### src/rtl/motor_step_seq.sv
// motor_step_seq: commits a (motor, value) target on each falling edge of lock
// and generates step/dir pulses that move one of six motors to its target.
// Params : STEP_DIV cycles per step period, PULSE_W cycles step_out is high.
// Inputs : clk, rst_n (sync, active-low), value[9:0], motor[2:0], lock (async).
// Outputs: step_out[5:0] one-hot pulses, dir_out[5:0] (1 = position increases),
//          busy (move in progress), done (1-cycle end-of-move pulse),
//          cur_pos[9:0] position of the motor selected by the synced motor input.
// Option : define MOTOR_STEP_RAMP_EN to run the first/last 4 steps at 2x period.
module motor_step_seq #(
  parameter int STEP_DIV = 50000,
  parameter int PULSE_W  = 10
) (
  input  logic       clk,
  input  logic       rst_n,
  input  logic [9:0] value,
  input  logic [2:0] motor,
  input  logic       lock,
  output logic [5:0] step_out,
  output logic [5:0] dir_out,
  output logic       busy,
  output logic       done,
  output logic [9:0] cur_pos
);

  typedef enum logic [2:0] {
    IDLE, LOAD, SETUP, HIGH, LOW, FIN
  } state_t;

  localparam int CW = $clog2(2 * STEP_DIV + 1);
  localparam logic [CW-1:0] HI_LAST = CW'(PULSE_W - 1);
  localparam logic [CW-1:0] LO_LAST = CW'(STEP_DIV - PULSE_W - 1);
`ifdef MOTOR_STEP_RAMP_EN
  localparam logic [CW-1:0] LO_SLOW = CW'(2 * STEP_DIV - PULSE_W - 1);
`endif

  state_t state, nxt;

  logic [9:0] val_s1, val_s2;
  logic [2:0] mot_s1, mot_s2;
  logic       lock_s1, lock_s2, lock_s3;
  logic       commit_q;

  logic       cmd_ok;
  logic [9:0] cmd_tgt;

  logic       act_v, pend_v, xfer;
  logic [2:0] act_m, pend_m;
  logic [9:0] act_tgt, pend_tgt;

  logic [9:0] pos [6];
  logic [9:0] m_pos;
  logic       up, up_w;
  logic [CW-1:0] cnt, lo_last;

`ifdef MOTOR_STEP_RAMP_EN
  logic [9:0] n_tot, n_done;
  logic       slow;
`endif

  // value/motor are taken one cycle after the lock edge is seen so the
  // multi-bit bus has had an extra cycle to settle through the syncs.
  always_ff @(posedge clk) begin
    if (!rst_n) begin
      val_s1   <= '0;
      val_s2   <= '0;
      mot_s1   <= '0;
      mot_s2   <= '0;
      lock_s1  <= 1'b0;
      lock_s2  <= 1'b0;
      lock_s3  <= 1'b0;
      commit_q <= 1'b0;
    end else begin
      val_s1   <= value;
      val_s2   <= val_s1;
      mot_s1   <= motor;
      mot_s2   <= mot_s1;
      lock_s1  <= lock;
      lock_s2  <= lock_s1;
      lock_s3  <= lock_s2;
      commit_q <= !lock_s2 && lock_s3;
    end
  end

  assign cmd_ok  = commit_q && (mot_s2 <= 3'd5);
  assign cmd_tgt = (val_s2 > 10'd999) ? 10'd999 : val_s2;

  assign m_pos = pos[act_m];
  assign up_w  = act_tgt > m_pos;

  // pending moves to active when the current move finishes, or when
  // it was left behind by a FIN that went idle.
  assign xfer = pend_v &&
    ((state == FIN) || (state == IDLE && !act_v));

`ifdef MOTOR_STEP_RAMP_EN
  always_comb begin
    slow    = 1'b0;
    lo_last = LO_LAST;
    slow    = (n_done <= 10'd4) || ((n_tot - n_done) < 10'd4);
    if (slow) lo_last = LO_SLOW;
  end
`else
  assign lo_last = LO_LAST;
`endif

  always_ff @(posedge clk) begin
    if (!rst_n) state <= IDLE;
    else        state <= nxt;
  end

  always_comb begin
    nxt = state;
    unique case (state)
      IDLE:  if (act_v) nxt = LOAD;
      LOAD:  nxt = (act_tgt == m_pos) ? FIN : SETUP;
      SETUP: nxt = HIGH;
      HIGH:  if (cnt == HI_LAST) nxt = LOW;
      LOW:   if (cnt == lo_last)
               nxt = (m_pos == act_tgt) ? FIN : HIGH;
      FIN:   nxt = pend_v ? LOAD : IDLE;
      default: nxt = IDLE;
    endcase
  end

  always_ff @(posedge clk) begin
    if (!rst_n) begin
      act_v    <= 1'b0;
      act_m    <= '0;
      act_tgt  <= '0;
      pend_v   <= 1'b0;
      pend_m   <= '0;
      pend_tgt <= '0;
      up       <= 1'b0;
      cnt      <= '0;
      dir_out  <= '0;
      step_out <= '0;
      busy     <= 1'b0;
      done     <= 1'b0;
      cur_pos  <= '0;
      for (int i = 0; i < 6; i++) pos[i] <= '0;
`ifdef MOTOR_STEP_RAMP_EN
      n_tot    <= '0;
      n_done   <= '0;
`endif
    end else begin
      if (nxt == state && (state == HIGH || state == LOW))
        cnt <= cnt + CW'(1);
      else
        cnt <= '0;

      if (state == LOAD && nxt == SETUP) begin
        dir_out[act_m] <= up_w;
        up             <= up_w;
`ifdef MOTOR_STEP_RAMP_EN
        n_tot  <= up_w ? (act_tgt - m_pos) : (m_pos - act_tgt);
        n_done <= '0;
`endif
      end

      if (nxt == HIGH && state != HIGH) begin
        pos[act_m] <= up ? (m_pos + 10'd1) : (m_pos - 10'd1);
`ifdef MOTOR_STEP_RAMP_EN
        n_done <= n_done + 10'd1;
`endif
      end

      if (xfer) begin
        act_v   <= 1'b1;
        act_m   <= pend_m;
        act_tgt <= pend_tgt;
        pend_v  <= 1'b0;
      end else if (state == FIN) begin
        act_v <= 1'b0;
      end

      // a commit lands after any transfer, so it is never lost
      if (cmd_ok) begin
        if (state == IDLE && !act_v && !pend_v) begin
          act_v   <= 1'b1;
          act_m   <= mot_s2;
          act_tgt <= cmd_tgt;
        end else begin
          pend_v   <= 1'b1;
          pend_m   <= mot_s2;
          pend_tgt <= cmd_tgt;
        end
      end

      step_out <= (state == HIGH) ? (6'd1 << act_m) : 6'd0;
      busy     <= state != IDLE;
      done     <= state == FIN;
      cur_pos  <= (mot_s2 <= 3'd5) ? pos[mot_s2] : 10'd0;
    end
  end

endmodule

### config.mk
export PLATFORM = sky130hd
export DESIGN_NAME = motor_step_seq
export DESIGN_NICKNAME = d
export VERILOG_FILES = /design/src/rtl/motor_step_seq.sv
export SDC_FILE = /design/constraint.sdc
export NUM_CORES = 1
export LEC_CHECK = 0
export CAP_MARGIN = 5
export CORE_UTILIZATION = 35
export CTS_BUF_LIST = sky130_fd_sc_hd__clkbuf_8
export DETAILED_ROUTE_END_ITERATION = 10
export GPL_TIMING_DRIVEN = 1
export MAX_ROUTING_LAYER = met4
export RECOVER_POWER = 25
export SYNTH_ARGS = -nofsm -noshare
export SYNTH_HDL_FRONTEND = slang
export SYNTH_SLANG_ARGS = --single-unit
### constraint.sdc
create_clock -name clk -period 5.25 [get_ports clk]
set_clock_uncertainty 0.1 [all_clocks]
set_input_delay 0.525 -clock clk [delete_from_list [all_inputs] [get_ports clk]]
set_output_delay 0.525 -clock clk [all_outputs]
set_load 0.02 [all_outputs]
==> flow_summary.ini, run 1 <==
[timing]
grt_setup_unrepaired = no
post-route-period-util_pct = 83.0
finalHoldViolCount = 0
setup_tns_ns = 0
setup_viol = 0
fmax_mhz = 229
worstMarginPinSlew_ns = 1.85
timing.final.max_slew_violations = 95
fin_crit_ns = 4.36
slew_headroom_pct = -23.6

[synth]
ys.flop_type = dfxtp_1
yosys.area.top_type = edfxtp_1
syn_nets = 779
synth-async-reset-ratio_pct = 0
ys_ff_latch = 183
synth-edff-count = 80
synth_top_area_share_pct = 29.4
synthesis.area_um2 = 8180
ys_seq_area_share_pct = 54.6
syn_inst = 742
ys_types = 49
netlist_top_cells_area = edfxtp_1, dfxtp_1, mux4_2, nor2_1, mux2i_1
ys_warn_count = 0
syn_area_per_cell_um2 = 11.0

[placement]
place_inst = 1074
gp_congestion = 0.882
io_buffer_count = 39
dp_hpwl_mm = 13.2

[setup_path]
cpMostUsedCell = buf_4
arrival_ns = 4.48
crit_required_ns = 5.37
reg2reg_to = pos[0][9]
cp_top_family = compound AO/OA/AOI/OAI gates
crit_fanout = 24
worstPathCellList = buf_4 > mux4_2 > mux2i_1 > ha_1 > nand4_1 > or3_1 > a21oi_1 > o21ai_0 > buf_4
cp-end-kind = register
reg2reg_depth = 9
setup.worst_path.class = register to register
crit_path_start_kind = register
slowest_delay_ns = 0.80
reg2reg_slack_ns = 0.89
cpMaxStageDelayCell = dfxtp_2
critPathBufInv = 2
rr_startpoint = act_m[0]

[power_and_ir_drop]
p_int_uw = 2060
p_per_area_nw_per_um2 = 295
ir_drop_v = 0.000146
p_clk_share_pct = 33.8
leakagePower_uw = 0.00340
p_switching_uw = 674
pwr-share-comb_pct = 9.7
seq_power_share_pct = 56.5
swShare_pct = 24.6

[min_path]
min_delay_worst_endpoint = commit_q
hold_depth = 1
hold_start = lock_s2
hold_path.class = register to register

[clock_tree]
clock-sinks = 183
tritoncts = built
clock_latency_ns = 0.47
post_cts_buffers = 0
clk_pin_slew_ns = 0.09
hold_buffers = 0
h-tree-depth = 4
cts_resized = 0
cts-buffers-inserted = 17
cts_root_buf = clkbuf_8
cts_max_path_buffers = 2

[status]
outcome = complete, but fails checks
violations = max-capacitance violations, max-slew violations

[global_routing]
grt-busiest-layer = met2
grt_pass1_wl_mm = 30.4
grt_max_degree = 54
first_global_vias = 5603
grt_use_met1_pct = 22.0
grt_usage_pct = 17.4
met2_usage_pct = 27.6
antenna_found_initial = 0
grt_util_met3_pct = 2.86
grt.overflow.total = 0

[route]
drc_errors = 0
first_pass_iters = 5
ant_nets = 0
drtIter0Drc = 415
vias_per_cell = 5.07
wl_per_cell_um = 17.2
via_count = 5601
wirelength_mm = 19.0

[job]
maxCapViolCount = 2

[die]
io_pins = 40
fp.dieW_um = 155
die_y_um = 155
row_count = 55
core-area_um2 = 22800
die_area_um2 = 24000
start_util_pct = 35.9

[finish]
multi_input_area_um2 = 3480
fin_nets = 817
syn_to_final_growth_pct = 13.7
finalNonFillerCells = 1105
antenna_cells = 0
fill_cells = 2234
layout.area.seq_um2 = 4470
drive_gt1_share_pct = 9.34
## registers in the layout, summed over array words and instances (netlist names), 6 cells and up
name	cells
val_s2	10
cnt	17
dir_out	6
cur_pos	10
pos	80
act_tgt	10
val_s1	10
step_out	6
pend_tgt	10
## logic make-up after synthesis
family / synth area share (%)
simple gates: 16.6
flops: 54.6
compound gates: 7.67
mux: 12.5
buf+inv: 2.82
xor+xnor: 2.46
fa+ha+maj: 3.31
## metal layers
metal  up-vias  wire length (µm)
met2       153              9080
met3        31               935
met1      2690              8600
li1       2727                 -
met4         0               405
met5         -                 0
## cell usage after synthesis, drive strengths merged (3+ instances only)
cell type,instances
a211oi,17
a21o,6
a21oi,43
a31oi,3
and2,31
and3,3
buf,12
clkbuf,24
dfxtp,103
edfxtp,80
ha,20
inv,20
mux2i,33
mux4,30
nand2,46
nand2b,4
nand3,16
nand4,6
nor2,134
nor2b,8
nor3,25
nor3b,4
o21ai,24
or3,7
xnor2,13
xor2,10
## layout make-up
class                   instances  area share [%]
flip-flops and latches        183            48.1
repair buffers                 55            5.37
inverters                      21           0.848
clock buffers                  19            2.81
well taps                     313            4.21
clock inverters                12            1.23
multi-input cells             502            37.5
## power groups by stage
stage / logic, µW / registers, µW / clock network, µW
final: 267 / 1550 / 924
after global routing: 292 / 1550 / 1010
after CTS: 271 / 1550 / 949
after detailed placement: 269 / 1580 / 0
after global placement: 268 / 1580 / 0
after floorplan: 182 / 1570 / 0
## per-stage QoR
stage | power [µW] | instance area, µm² | utilization [%] | hold slack (ns) | setup slack (ns)
after detailed placement | 1850 | 8930 | 39.2 | 0.301 | 0.973
after floorplan | 1750 | 8180 | - | 0.283 | 1.53
after global placement | 1850 | 8930 | 39.2 | 0.292 | 0.987
after CTS | 2770 | 9300 | 40.8 | 0.327 | 0.950
after global routing | 2850 | 9290 | 40.8 | 0.349 | 0.619
final | 2740 | 9290 | 40.8 | 0.322 | 0.892
## worst max path at each step
| stage | slack (ns) | startpoint | cells past startpoint | endpoint |
|---|---|---|---|---|
| 2_1_floorplan | 1.53 | act_m[0] | 10 | pos[6][0] |
| 3_3_place_gp | 0.99 | act_m[0] | 10 | dir_out[5] |
| 3_5_place_dp | 0.97 | act_m[0] | 9 | pos[0][8] |
| 4_1_cts | 0.95 | act_m[0] | 9 | pos[0][9] |
| 5_1_grt | 0.62 | act_m[0] | 10 | pos[7][8] |
| 6_report | 0.89 | act_m[0] | 9 | pos[0][9] |
## cell usage in the layout (no fill, tap or decap), types with 24 or more instances in the layout
| master | Yosys | routed |
|---|---|---|
| mux2i_1 | 32 | 32 |
| o21ai_0 | 24 | 24 |
| nand2_1 | 46 | 46 |
| a21oi_1 | 43 | 43 |
| mux4_2 | 28 | 28 |
| dlygate4sd3_1 | 0 | 25 |
| dfxtp_1 | 103 | 102 |
| inv_1 | 20 | 25 |
| edfxtp_1 | 80 | 80 |
| nor2_1 | 134 | 134 |
(Power assumes the default switching activity.)
==> run 2: changes to the inputs <==
==> constraint.sdc (replaced) <==
create_clock -name clk -period 4.3 [get_ports clk]
set_clock_uncertainty 0.1 [all_clocks]
set_input_delay 0.43 -clock clk [delete_from_list [all_inputs] [get_ports clk]]
set_output_delay 0.43 -clock clk [all_outputs]
set_load 0.02 [all_outputs]
==> flow_summary.ini, run 2 (synthesis results as in run 1) <==
[status]
outcome = complete, but fails checks
violations = max-capacitance violations, max-slew violations

[placement]
gp_congestion = 0.824
placed_area_um2 = 8970
io_buffer_count = 39
dp_hpwl_mm = 13.0

[global_routing]
met2_usage_pct = 27.1
grt_pass1_wl_mm = 30.2
grt_max_degree = 48
grt-busiest-layer = met2
grt.overflow.total = 0
grt_usage_pct = 17.3
grt_util_met3_pct = 3.36
grt_use_met1_pct = 22.5
antenna_found_initial = 0
first_global_vias = 5544

[finish]
layout_common_cells = nor2_1, dfxtp_1, edfxtp_1
fin_nets = 823
final_common_cell = nor2_1
reg_top3 = pos: 80 flops, cnt: 17 flops
stdcell_area_um2 = 9380
fill_cells = 2236
top_register = pos
largest_reg_flops = 80
drive_gt1_share_pct = 10.4
syn_to_final_growth_pct = 14.8
antenna_cells = 0

[power_and_ir_drop]
p_int_uw = 2610
seq_power_share_pct = 54.8
total_power_uw = 3430
leakagePower_uw = 0.00345
p_clk_share_pct = 35.5
ir_drop_v = 0.000191
swShare_pct = 23.9
pwr-share-comb_pct = 9.7
p_per_area_nw_per_um2 = 366
p_switching_uw = 820

[die]
die_area_um2 = 24000
io_pins = 40
core-area_um2 = 22800
fp.dieW_um = 155
row_count = 55
start_util_pct = 35.9
die_y_um = 155

[clock_tree]
h-tree-depth = 4
post_cts_buffers = 0
tritoncts = built
hold_buffers = 0
clock_latency_ns = 0.46
cts-buffers-inserted = 17
clk_pin_slew_ns = 0.09
cts_resized = 0
cts_max_path_buffers = 2
cts_root_buf = clkbuf_8
clock-sinks = 183

[setup_path]
worstPathCellList = buf_4 > mux4_2 > mux2i_1 > inv_1 > ha_1 > a21o_1 > a21oi_1 > o21ai_0 > o211a_1 > o21ai_0 > a21oi_1
reg2reg_slack_ns = 0.35
crit_required_ns = 4.36
crit_path_start_kind = register
setup.worst_path.class = register to register
cpMaxStageDelayCell = dfxtp_1
reg2reg_depth = 11
arrival_ns = 4.02
slowest_delay_ns = 0.66
cp-end-kind = register
crit_fanout = 18

[min_path]
hold_depth = 1
hold_path.class = register to register

[timing]
setup_viol = 0
timing.final.max_slew_violations = 48
fin_crit_ns = 3.95
slew_headroom_pct = -60.9
worstMarginPinSlew_ns = 2.41
grt_setup_unrepaired = no
fmax_mhz = 253
setup_tns_ns = 0
finalHoldViolCount = 0
post-route-period-util_pct = 91.9

[route]
first_pass_iters = 6
wl_per_cell_um = 17.2
via_count = 5612
ant_nets = 0
drtIter0Drc = 401
drc_errors = 0
vias_per_cell = 5.05
wirelength_mm = 19.1

[job]
maxCapViolCount = 1
## run 2: stage by stage
stage / utilization, % / instances / worst slack (ns) / hold slack, ns
floorplan: - / 742 / 0.582 / 0.283
global placement: 39.4 / 1080 / 0.492 / 0.293
detailed placement: 39.4 / 1080 / 0.414 / 0.294
CTS: 41.2 / 1111 / 0.392 / 0.308
global route: 41.2 / 1111 / 0.115 / 0.331
finish: 41.2 / 1111 / 0.348 / 0.317
## run 2: layout make-up
class	count	area [µm²]	area share, %
flip-flops and latches	183	4470	47.6
multi-input cells	502	3480	37.1
repair buffers	61	548	5.84
well taps	313	392	4.17
clock buffers	21	289	3.08
clock inverters	10	128	1.36
inverters	21	78.8	0.840
## run 2: worst paths after layout
check,start,to
worst min-delay path,lock_s2,commit_q
worst max register to register,act_m[1],pos[7][9]
worst min register to register,lock_s2,commit_q
worst max-delay path,act_m[1],pos[7][9]
## run 2: critical path: cells and delay by family (launching register included)
family	cells	cell delay (ns)
AOI/OAI and AO/OA	6	1.46
DFF	1	0.66
muxes	2	0.61
buffers and inverters	2	0.46
adders and majority gates	1	0.34
## run 2: power by group through the flow
stage	clock, µW	combinational [µW]	sequential (µW)
after floorplan	0	222	1920
final	1220	332	1880
after CTS	1250	337	1880
after detailed placement	0	335	1920
after global routing	1320	364	1890
after global placement	0	334	1920
## run 2: routing by layer
| layer | share of wire (%) | routed length, µm |
|---|---|---|
| met5 | 0 | 0 |
| met4 | 1.9 | 372 |
| met3 | 4.8 | 919 |
| met2 | 47 | 8910 |
| met1 | 47 | 8890 |
